**src/rtl/nibble_scatter.sv**
```systemverilog
// nibble_scatter
//   Write-side counterpart of the nibble selector. Each input beat carries up
//   to four 4-bit nibbles, each tagged with a destination nibble index 0..7.
//   The nibbles are scattered into a 32-bit accumulator. A word is committed
//   when the producer marks the beat LAST, or automatically once all eight
//   nibble positions have been written. The committed word is presented on a
//   valid/ready output and held until the consumer accepts it.
//
// Optional feature macro: NIBBLE_SCATTER_ERR_EN
//   When defined, adds a sticky ERR output. ERR is set after an accepted beat
//   in which two enabled lanes target the same nibble, or in which an enabled
//   lane targets a nibble already written earlier in the current word.
//   ERR is cleared only by RESET. Data behaviour is identical either way.
//
// Parameters
//   FILL_NIBBLE  value loaded into every nibble position at reset and after
//                each word is accepted
//
// Ports
//   CLK        in   sole clock, rising edge
//   RESET      in   synchronous, active-high reset
//   NIBBLE_IN  in   [3:0][3:0] lane data, lane i = NIBBLE_IN[i]
//   POS        in   [3:0][2:0] lane destination nibble index
//   MASK       in   [3:0] lane enables
//   LAST       in   commit the current word with this beat
//   IN_VALID   in   beat present
//   IN_READY   out  beat taken when IN_VALID && IN_READY
//   DATA_OUT   out  [31:0] assembled word (qualified by OUT_VALID)
//   OUT_VALID  out  DATA_OUT holds a committed word
//   OUT_READY  in   consumer takes the word when OUT_VALID && OUT_READY
//   ERR        out  sticky error flag (only with NIBBLE_SCATTER_ERR_EN)

module nibble_scatter #(
    parameter logic [3:0] FILL_NIBBLE = 4'h0
) (
    input  logic            CLK,
    input  logic            RESET,
    input  logic [3:0][3:0] NIBBLE_IN,
    input  logic [3:0][2:0] POS,
    input  logic [3:0]      MASK,
    input  logic            LAST,
    input  logic            IN_VALID,
    output logic            IN_READY,
    output logic [31:0]     DATA_OUT,
    output logic            OUT_VALID,
    input  logic            OUT_READY
`ifdef NIBBLE_SCATTER_ERR_EN
    ,
    output logic            ERR
`endif
);

    typedef enum logic [1:0] {
        IDLE  = 2'd0,
        ACCUM = 2'd1,
        HOLD  = 2'd2
    } state_t;

    state_t      state_q;
    logic [31:0] acc_q;
    logic [31:0] acc_d;
    logic [7:0]  wm_q;
    logic [7:0]  wm_d;
    logic        beat_acc;
    logic        commit;

    // Beats are only taken while a word is being assembled; in HOLD the
    // producer is stalled until the held word has been accepted.
    assign IN_READY  = (state_q != HOLD);
    assign OUT_VALID = (state_q == HOLD);
    assign DATA_OUT  = acc_q;
    assign beat_acc  = IN_VALID && IN_READY;

    // Lanes are applied in ascending order so that when two enabled lanes
    // name the same position, the higher lane index is the one that sticks.
    always_comb begin
        acc_d = acc_q;
        wm_d  = wm_q;
        for (int i = 0; i < 4; i++) begin
            if (MASK[i]) begin
                acc_d[{POS[i], 2'b00} +: 4] = NIBBLE_IN[i];
                wm_d[POS[i]]                = 1'b1;
            end
        end
    end

    assign commit = LAST || (wm_d == 8'hFF);

    always_ff @(posedge CLK) begin
        if (RESET) begin
            state_q <= IDLE;
            acc_q   <= {8{FILL_NIBBLE}};
            wm_q    <= 8'h00;
        end else begin
            case (state_q)
                IDLE, ACCUM: begin
                    if (beat_acc) begin
                        acc_q <= acc_d;
                        wm_q  <= wm_d;
                        if (commit) begin
                            state_q <= HOLD;
                        end else if (MASK != 4'h0) begin
                            state_q <= ACCUM;
                        end
                    end
                end
                HOLD: begin
                    // The accumulator is refilled on the acceptance edge so
                    // the next word starts clean with no extra cycle.
                    if (OUT_READY) begin
                        state_q <= IDLE;
                        acc_q   <= {8{FILL_NIBBLE}};
                        wm_q    <= 8'h00;
                    end
                end
                default: begin
                    state_q <= IDLE;
                end
            endcase
        end
    end

`ifdef NIBBLE_SCATTER_ERR_EN
    logic collide;
    logic overwrite;
    logic err_q;

    always_comb begin
        collide   = 1'b0;
        overwrite = 1'b0;
        for (int i = 0; i < 4; i++) begin
            if (MASK[i]) begin
                if (wm_q[POS[i]]) begin
                    overwrite = 1'b1;
                end
                for (int j = 0; j < i; j++) begin
                    if (MASK[j] && (POS[j] == POS[i])) begin
                        collide = 1'b1;
                    end
                end
            end
        end
    end

    always_ff @(posedge CLK) begin
        if (RESET) begin
            err_q <= 1'b0;
        end else if (beat_acc && (collide || overwrite)) begin
            err_q <= 1'b1;
        end
    end

    assign ERR = err_q;
`endif

endmodule

```
**config.mk**
```make
export PLATFORM = sky130hd
export DESIGN_NAME = nibble_scatter
export DESIGN_NICKNAME = d
export VERILOG_FILES = /design/src/rtl/nibble_scatter.sv
export SDC_FILE = /design/constraint.sdc
export NUM_CORES = 1
export LEC_CHECK = 0
export BUFFER_PORTS_ARGS = -buffer_cell sky130_fd_sc_hd__buf_2
export CORE_AREA = 2 2 100 102
export CTS_BUF_LIST = sky130_fd_sc_hd__clkbuf_8 sky130_fd_sc_hd__clkbuf_16
export DETAILED_ROUTE_END_ITERATION = 12
export DIE_AREA = 0 0 102 104
export GPL_TIMING_DRIVEN = 0
export HOLD_SLACK_MARGIN = 0.15
export PLACE_DENSITY_LB_ADDON = 0.3
export SLEW_MARGIN = 0
export SYNTH_ARGS = -nofsm -noshare
export SYNTH_HDL_FRONTEND = slang
export SYNTH_SLANG_ARGS = --single-unit
```
**constraint.sdc**
```tcl
create_clock -name CLK -period 2.8 [get_ports CLK]
set_clock_uncertainty 0.2 [all_clocks]
set_input_delay 0.28 -clock CLK [delete_from_list [all_inputs] [get_ports CLK]]
set_output_delay 0.28 -clock CLK [all_outputs]
set_load 0.01 [all_outputs]
```
## Word level (Yosys, flattened, before mapping)

Cells that the tools add are included.
Widths: inputs -> output; s select.

| storage, ports and cells | value |
|---|---|
| bits in registers | 42 |
| input port bits | 37 |

| cells by class | value |
|---|---|
| add/sub/neg operators | 4 |
| $lt $le $gt $ge | 8 |
| equality and inequality tests | 7 |
| shifts and indexed selects | 8 |
| mux-type cells | 31 |
| bitwise operators | 4 |
| reduce and logical (&&, ||, !) cells | 12 |

Operator list:

| kind | count |
|---|---|
| $mux 32 | 6 |
| $bwmux 32 | 4 |
| $shift 4x7->32 const A | 4 |
| $shiftx 4x7->32 | 4 |
| $pmux 32 s2 | 1 |
| $mux 8 | 6 |
| $or 8x8->8 | 4 |
| $neg 5->7 | 4 |
| $lt 3x4->1 const B | 4 |
| $pmux 8 s2 | 1 |
| $demux 1 s3 | 4 |
| $ge 3x1->1 const B | 4 |
| $eq 8x8->1 const B | 1 |
| $mux 2 | 4 |
| $reduce_and 3->1 | 2 |
| $logic_and 1x1->1 | 5 |
| $mux 1 | 4 |
| $ne 2x2->1 const B | 2 |
| $pmux 2 s2 | 1 |
| $reduce_bool 4->1 | 1 |
| $ne 3x3->1 const B | 1 |
| $eq 2x1->1 const B | 1 |
| $eq 2x2->1 const B | 1 |
| $logic_not 2->1 | 1 |
| other kinds (4) | 4 |

## Longest topological paths before layout

Gate-level depths: netlist of run 1.

| logic depth | value |
|---|---|
| word-level depth | 17 |
| mapped depth | 11 |
| mapped depth without buffers | 9 |

## Worst setup path after synthesis of run 1

No wires, ideal clock.

| path | value |
|---|---|
| path type | input port to flip-flop |
| start point | input POS[0] (netlist bit) |
| end point | register acc_q[0], in the netlist DATA_OUT[0] |
| setup time | 0.058 ns |
| arrival | 2.781 ns |
| slack | -0.239 ns |
| stages on the path | 11 |
| cells stage by stage | clkbuf_1 > inv_1 > ha_1 > ha_1 > or3b_1 > or4_1 > buf_2 > mux2i_1 > a211o_2 > a31oi_1 > a21o_1 |

| on the way | value |
|---|---|
| longest elaborated chain between the ends | 12 |
| elaborated cells between the ends (all ways) | 13 |

RTL lines:

| item | line | RTL |
|---|---|---|
| from (decl) | 39 | `input logic [3:0][2:0] POS,` |
| $neg 5->7 * | 81 | `acc_d[{POS[i], 2'b00} +: 4] = NIBBLE_IN[i];` |
| $shiftx 4x7->32 or $shift 4x7->32 (tied branches) | 81 |  |
| $bwmux 32 * | 81 |  |
| $mux 32 * | 80 | `if (MASK[i]) begin` |
| $bwmux 32 | 81 |  |
| $mux 32 * | 80 |  |
| $bwmux 32 | 81 |  |
| $mux 32 * | 80 |  |
| $bwmux 32 | 81 |  |
| $mux 32 * | 80 |  |
| $mux 32 * | 97 | `if (beat_acc) begin` |
| $pmux 32 s2 * | 95 | `case (state_q)` |
| to (signal assigned) | 92 | `acc_q <= {8{FILL_NIBBLE}};` |
| to (signal assigned) | 112 | `acc_q <= {8{FILL_NIBBLE}};` |
| to (decl) | 60 | `logic [31:0] acc_q;` |

Mark *: on every way between the ends. The rest lies on a longest branch, timed or not. The select of a mux whose other input is x is not followed.
A chain may end at the register's enable or synchronous reset.

## Worst setup path in the final report of run 1

| path | value |
|---|---|
| start point | input POS[0] (netlist bit) |
| end point | register acc_q[3], in the netlist DATA_OUT[3] |

Same word-level chain as after synthesis.

==> results of run 1 <==
[timing repair]
action	4_1_cts	5_1_grt
gates resized for setup	4	3
buffers inserted	0	2
cloned	0	0
hold buffers	6	0
hold endpoints to repair	3	0
setup endpoints to repair	4	7
[flip-flops by register name, summed over array words and instances, names as in the netlist]
signal,cells
state_q,2
wm_q,8
DATA_OUT,32
[worst max-delay path: stages]
cell and delay (ps):
buf_2 140, buf_8 130, inv_2 90, ha_2 200, ha_4 220, or3b_1 370
or4_1 430, buf_4 190, mux2i_1 120, a211o_2 330, a31oi_1 170, a21o_1 90
[placed cells by master (no fill, tap or decap), types with 5 or more instances in the layout]
master / n
o22ai_1: 6
clkbuf_1: 22
or3_1: 6
dfxtp_1: 42
ha_1: 9
buf_2: 64
nand4_1: 5
nor3_1: 18
o211ai_1: 8
nor4_1: 8
and2_1: 7
o31ai_1: 5
o21ai_1: 6
clkbuf_8: 6
nand3_1: 13
a211oi_1: 15
nand3b_1: 8
nand2_1: 59
a31oi_1: 15
inv_1: 20
mux2i_1: 19
o221ai_1: 10
a21oi_1: 19
a21o_1: 11
nand2b_1: 13
nor2_1: 54
dlygate4sd3_1: 6
o21ai_0: 20
[per-stage QoR]
stage	std cells	power [uW]	TNS, ps	utilization, %
2_1_floorplan	499	951	0	-
3_3_place_gp	694	1110	-2090	43.1
3_5_place_dp	694	1110	-2900	43.1
4_1_cts	708	1540	0	44.8
5_1_grt	709	1630	0	45.0
6_report	709	1560	0	45.0
[routing by layer]
layer  wire [um]  up-vias
met5           0        -
met4         482        0
met3        1210       39
met2        6020      238
met1        5840     2000
li1            -     2030
[kinds of logic (layout without fill, tap and decap cells)]
group	after synthesis	count (layout)	share of synthesized area, %
muxes	21	21	5.87
buffers and inverters	51	128	5.84
adders and majority gates	11	11	3.80
and+or+nand+nor	227	227	32.7
DFF	42	42	23.2
AOI/OAI and AO/OA	147	147	28.6
[how the worst max path moves through the flow]
stage	start	end	slack, ps	cells past startpoint
global placement	POS[0]	DATA_OUT[0]	-360	12
floorplan	POS[0]	DATA_OUT[0]	10	11
detailed placement	POS[0]	DATA_OUT[3]	-430	12
finish	POS[0]	DATA_OUT[3]	90	12
global route	IN_VALID	DATA_OUT[8]	0.2	9
CTS	POS[0]	DATA_OUT[3]	30	12
[where the power goes]
part	leakage, uW	internal, uW	switching [uW]
registers	0.000341	628	21.2
logic	0.00138	175	303
clock network	0.0000524	196	233
[final cells by class]
class / count / area (um2) / area share [%]
Tap cell: 133 / 166 / 3.87
Clock buffer: 6 / 82.6 / 1.92
Timing Repair Buffer: 70 / 385 / 8.96
Sequential cell: 42 / 841 / 19.6
Clock inverter: 2 / 8.76 / 0.204
Multi-Input combinational cell: 406 / 2590 / 60.4
Inverter: 20 / 75.1 / 1.75
Buffer: 30 / 145 / 3.38
==> impl_metrics.ini, run 1 <==
[status]
status = finished, final reports clean

[sta]
whs_ps = 184
slew_headroom_pct = 44.9
grt_setup_unrepaired = no
fin_crit_ps = 2710
period_share_pct = 96.9
max_freq_mhz = 369
drv_slew = 0
layout_setup_ws_ps = 87.3
hold_violations = 0
tightest_slew_ps = 820
setup_viol = 0

[detailed_routing]
wire_per_inst_um = 19.1
viasPerCell = 6.07
vias = 4307
routed_wl_um = 13500
ant_nets = 0
drt-initial-drc-count = 316
drt_pre_antenna_iters = 7
drc = 0

[setup_path]
path_class = in -> reg
r2r_setup_slack_ps = 380
crit_path_end_kind = flip-flop
startpoint_type = input port
reg2reg_from = state_q[0]
reg2reg_depth = 8
worstPathMaxFanout = 10
regToRegEndpoint = DATA_OUT[13]
worstPathArrival_ps = 2770
cp.required_ps = 2850

[place]
portBuffers = 62
placed_area_mm2 = 0.00412
dpl.hpwl_um = 10400
place_congestion = 1.00
place_ws_ps = -434

[worst_hold_path]
hold_depth = 3
whs_endpoint = DATA_OUT[17]
worstHoldStart = NIBBLE_IN[13]
hold_class = in -> reg

[final_layout]
diodes = 0
fin_area_mm2 = 0.00430
nets = 623
drive_above_1_share_pct = 16.8
syn2layout_area_growth_pct = 18.6
nFillCells = 1025

[global_route]
met2_usage_pct = 38.7
met1_usage_pct = 34.7
grt_max_degree = 13
antenna_found_initial = 0
grt_use_total_pct = 25.4
grt_pass1_wl_um = 21000
grt-busiest-layer = met2
grt_overflow = 0
grt_pass1_vias = 3965
use_met3_pct = 4.70

[logic_synthesis]
ys.flop_type = dfxtp_1
synthArstFlopShare_pct = 0
syn_avg_cell_area_um2 = 7.26
synth.area.top_cells = dfxtp_1, nand2_1, nor2_1
synth_nets = 547
yosys-top-cells-count = nand2_1, nor2_1, dfxtp_1
synth_top_area_share_pct = 23.2
syn_area_mm2 = 0.00362
yosysUniqueCellTypes = 61
synth_warnings = 0
ys_ff_latch = 42
synth_enable_flop_cells = 0
netlist_instances = 499
synth.most_common_cell = nand2_1
yosysSeqAreaShare_pct = 23.2
synth_top_area_cell = dfxtp_1

[floorplan]
die_area_mm2 = 0.0106
core_mm2 = 0.00955
row_count = 36
pin_count = 71
initial_core_util_pct = 37.9
dieHeight_um = 104
die_w_um = 102

[clock_network]
path_clk_slew_ps = 80
clk_latency_ps = 310
cts_buffer_depth = 2
cts_tree = yes
cts-root-buf = clkbuf_8
clock_sinks = 42
cts_buffers = 5
htree_levels = 2

[flow_run]
maxCapViolCount = 0

[power]
p_leak_uw = 0.00177
p_per_area_mw_per_mm2 = 362
ir_drop_mv = 0.174
Note: power is estimated with default switching activity, not from simulation.
==> run 2: changes to the inputs <==
--- a/config.mk
+++ b/config.mk
@@ -10,10 +10,11 @@
 export CTS_BUF_LIST = sky130_fd_sc_hd__clkbuf_8 sky130_fd_sc_hd__clkbuf_16
 export DETAILED_ROUTE_END_ITERATION = 12
 export DIE_AREA = 0 0 102 104
-export GPL_TIMING_DRIVEN = 0
+export GPL_TIMING_DRIVEN = 1
 export HOLD_SLACK_MARGIN = 0.15
 export PLACE_DENSITY_LB_ADDON = 0.3
 export SLEW_MARGIN = 0
 export SYNTH_ARGS = -nofsm -noshare
 export SYNTH_HDL_FRONTEND = slang
 export SYNTH_SLANG_ARGS = --single-unit
+export TNS_END_PERCENT = 50
==> run 2 against run 1 <==
First-iteration DRC count rose by 25%. Non-clock buffer count rose by 2. Worst hold slack got worse by 22 ps. Critical path depth fell by 3. Power rose by 7.1%. Utilization rose by 0.98 points.
==> impl_metrics.ini, run 2 (synthesis gave the netlist of run 1 again) <==
[status]
status = finished, final reports clean

[global_route]
antenna_found_initial = 0
grt_pass1_vias = 4172
grt_pass1_wl_um = 21100
grt_overflow = 0
grt_use_total_pct = 25.0
grt_max_degree = 31

[clock_network]
htree_levels = 2
clk_latency_ps = 310
clock_sinks = 42
cts_tree = yes
path_clk_slew_ps = 90
cts_buffers = 5
cts-root-buf = clkbuf_8
cts_buffer_depth = 2

[floorplan]
row_count = 36
pin_count = 71
die_w_um = 102
initial_core_util_pct = 37.9
dieHeight_um = 104
core_mm2 = 0.00955
die_area_mm2 = 0.0106

[setup_path]
path_buf_inv = 3
path_class = in -> reg
crit_chain = buf_2 > buf_4 > or2b_1 > nor3_1 > nor4_2 > nor4_1 > nand4_1 > a211oi_1 > dlygate4sd3_1
cp_slowest_cell = dlygate4sd3_1
cp.required_ps = 2850
max_stage_delay_ps = 570
crit_family = simple AND/OR/NAND/NOR gates
crit_path_end_kind = flip-flop
worstPathMaxFanout = 8
startpoint_type = input port
worstPathArrival_ps = 2640

[final_layout]
final_cell_mix = buf_2, nand2_1, nor2_1, dfxtp_1, buf_4
layout_commonest_cell = buf_2
nets = 625
largest_register_ffs = 32
nFillCells = 1008
drive_above_1_share_pct = 21.3
fin_area_mm2 = 0.00439
stdcell_count = 710
diodes = 0
syn2layout_area_growth_pct = 21.2
utilization_pct = 46.0

[sta]
fin_crit_ps = 2590
setup_viol = 0
whs_ps = 162
period_share_pct = 92.5
max_freq_mhz = 386
tightest_slew_ps = 492
hold_violations = 0
drv_slew = 0
tns_ps = 0
slew_headroom_pct = 66.7
grt_setup_unrepaired = no

[detailed_routing]
ant_nets = 0
routed_wl_um = 13200
drt_pre_antenna_iters = 5
wire_per_inst_um = 18.6
drt-initial-drc-count = 395
drc = 0
vias = 4275
viasPerCell = 6.02

[place]
placed_area_mm2 = 0.00421
dp_cells = 697
dpl.hpwl_um = 9920
portBuffers = 70
place_congestion = 0.925

[power]
p_per_area_mw_per_mm2 = 379
p_leak_uw = 0.00187
ir_drop_mv = 0.210

[flow_run]
maxCapViolCount = 0

[worst_hold_path]
hold_class = in -> reg
## run 2: cell types whose count changed in the layout (fill, tap and decap cells not counted), sizes merged
cell / change
inv: -1
buf: +24
bufinv: +1
clkinv: -1
clkbuf: -22
## run 2: metrics by stage
step / worst slack [ps] / total power (uW)
final: 210 / 1670
after global routing: 48.2 / 1750
after CTS: 242 / 1660
after detailed placement: -13.3 / 1130
after global placement: 40.6 / 1130
after floorplan: 10.1 / 951
## run 2: path summary, 6_finish.rpt
path / from / endpoint / slack (ps) / cells after the start
worst max-delay path: POS[6] / state_q[1] / 210 / 9
worst min-delay path: NIBBLE_IN[13] / DATA_OUT[17] / 160 / 3
worst max register to register: wm_q[5] / state_q[0] / 520 / 5
worst min register to register: DATA_OUT[14] / DATA_OUT[14] / 270 / 2
## run 2: where the power goes
part	total, uW	internal, uW	leakage, uW	switching [uW]
registers	650	628	0.000341	21.7
clock network	524	286	0.0000573	238
logic	492	190	0.00147	302
total	1670	1100	0.00187	562
## run 2: repair_timing
item | CTS | global route
endpoints found under the setup margin | 0 | 1
setup buffers | 0 | 0
gates resized for setup | 0 | 1
hold endpoints to repair | 8 | 0
hold buffers | 6 | 0
## run 2: cell type report
| class | instances | area [um2] | area share, % |
|---|---|---|---|
| multi-input cells | 406 | 2590 | 59.0 |
| repair buffers | 102 | 606 | 13.8 |
| clock buffers | 6 | 82.6 | 1.88 |
| flip-flops and latches | 42 | 841 | 19.1 |
| well taps | 133 | 166 | 3.79 |
| inverters | 20 | 75.1 | 1.71 |
| clock inverters | 1 | 30.0 | 0.684 |
## run 2: worst register-to-register path: cells and delay by family (launching register included)
kind            cells  cell delay, ps
compound gates      2             630
buf+inv             1             590
simple gates        2             500
flops               1             320
## run 2: layer usage
| metal | part of all wire [%] | global-route usage (%) | wire length (um) | vias to the layer above |
|---|---|---|---|---|
| met5 | 0 | 0 | 0 | - |
| met4 | 2.7 | 9.14 | 359 | 0 |
| met3 | 9.0 | 3.70 | 1190 | 40 |
| met2 | 45 | 39.3 | 5960 | 239 |
| met1 | 43 | 34.5 | 5710 | 1965 |
| li1 | - | - | - | 2031 |
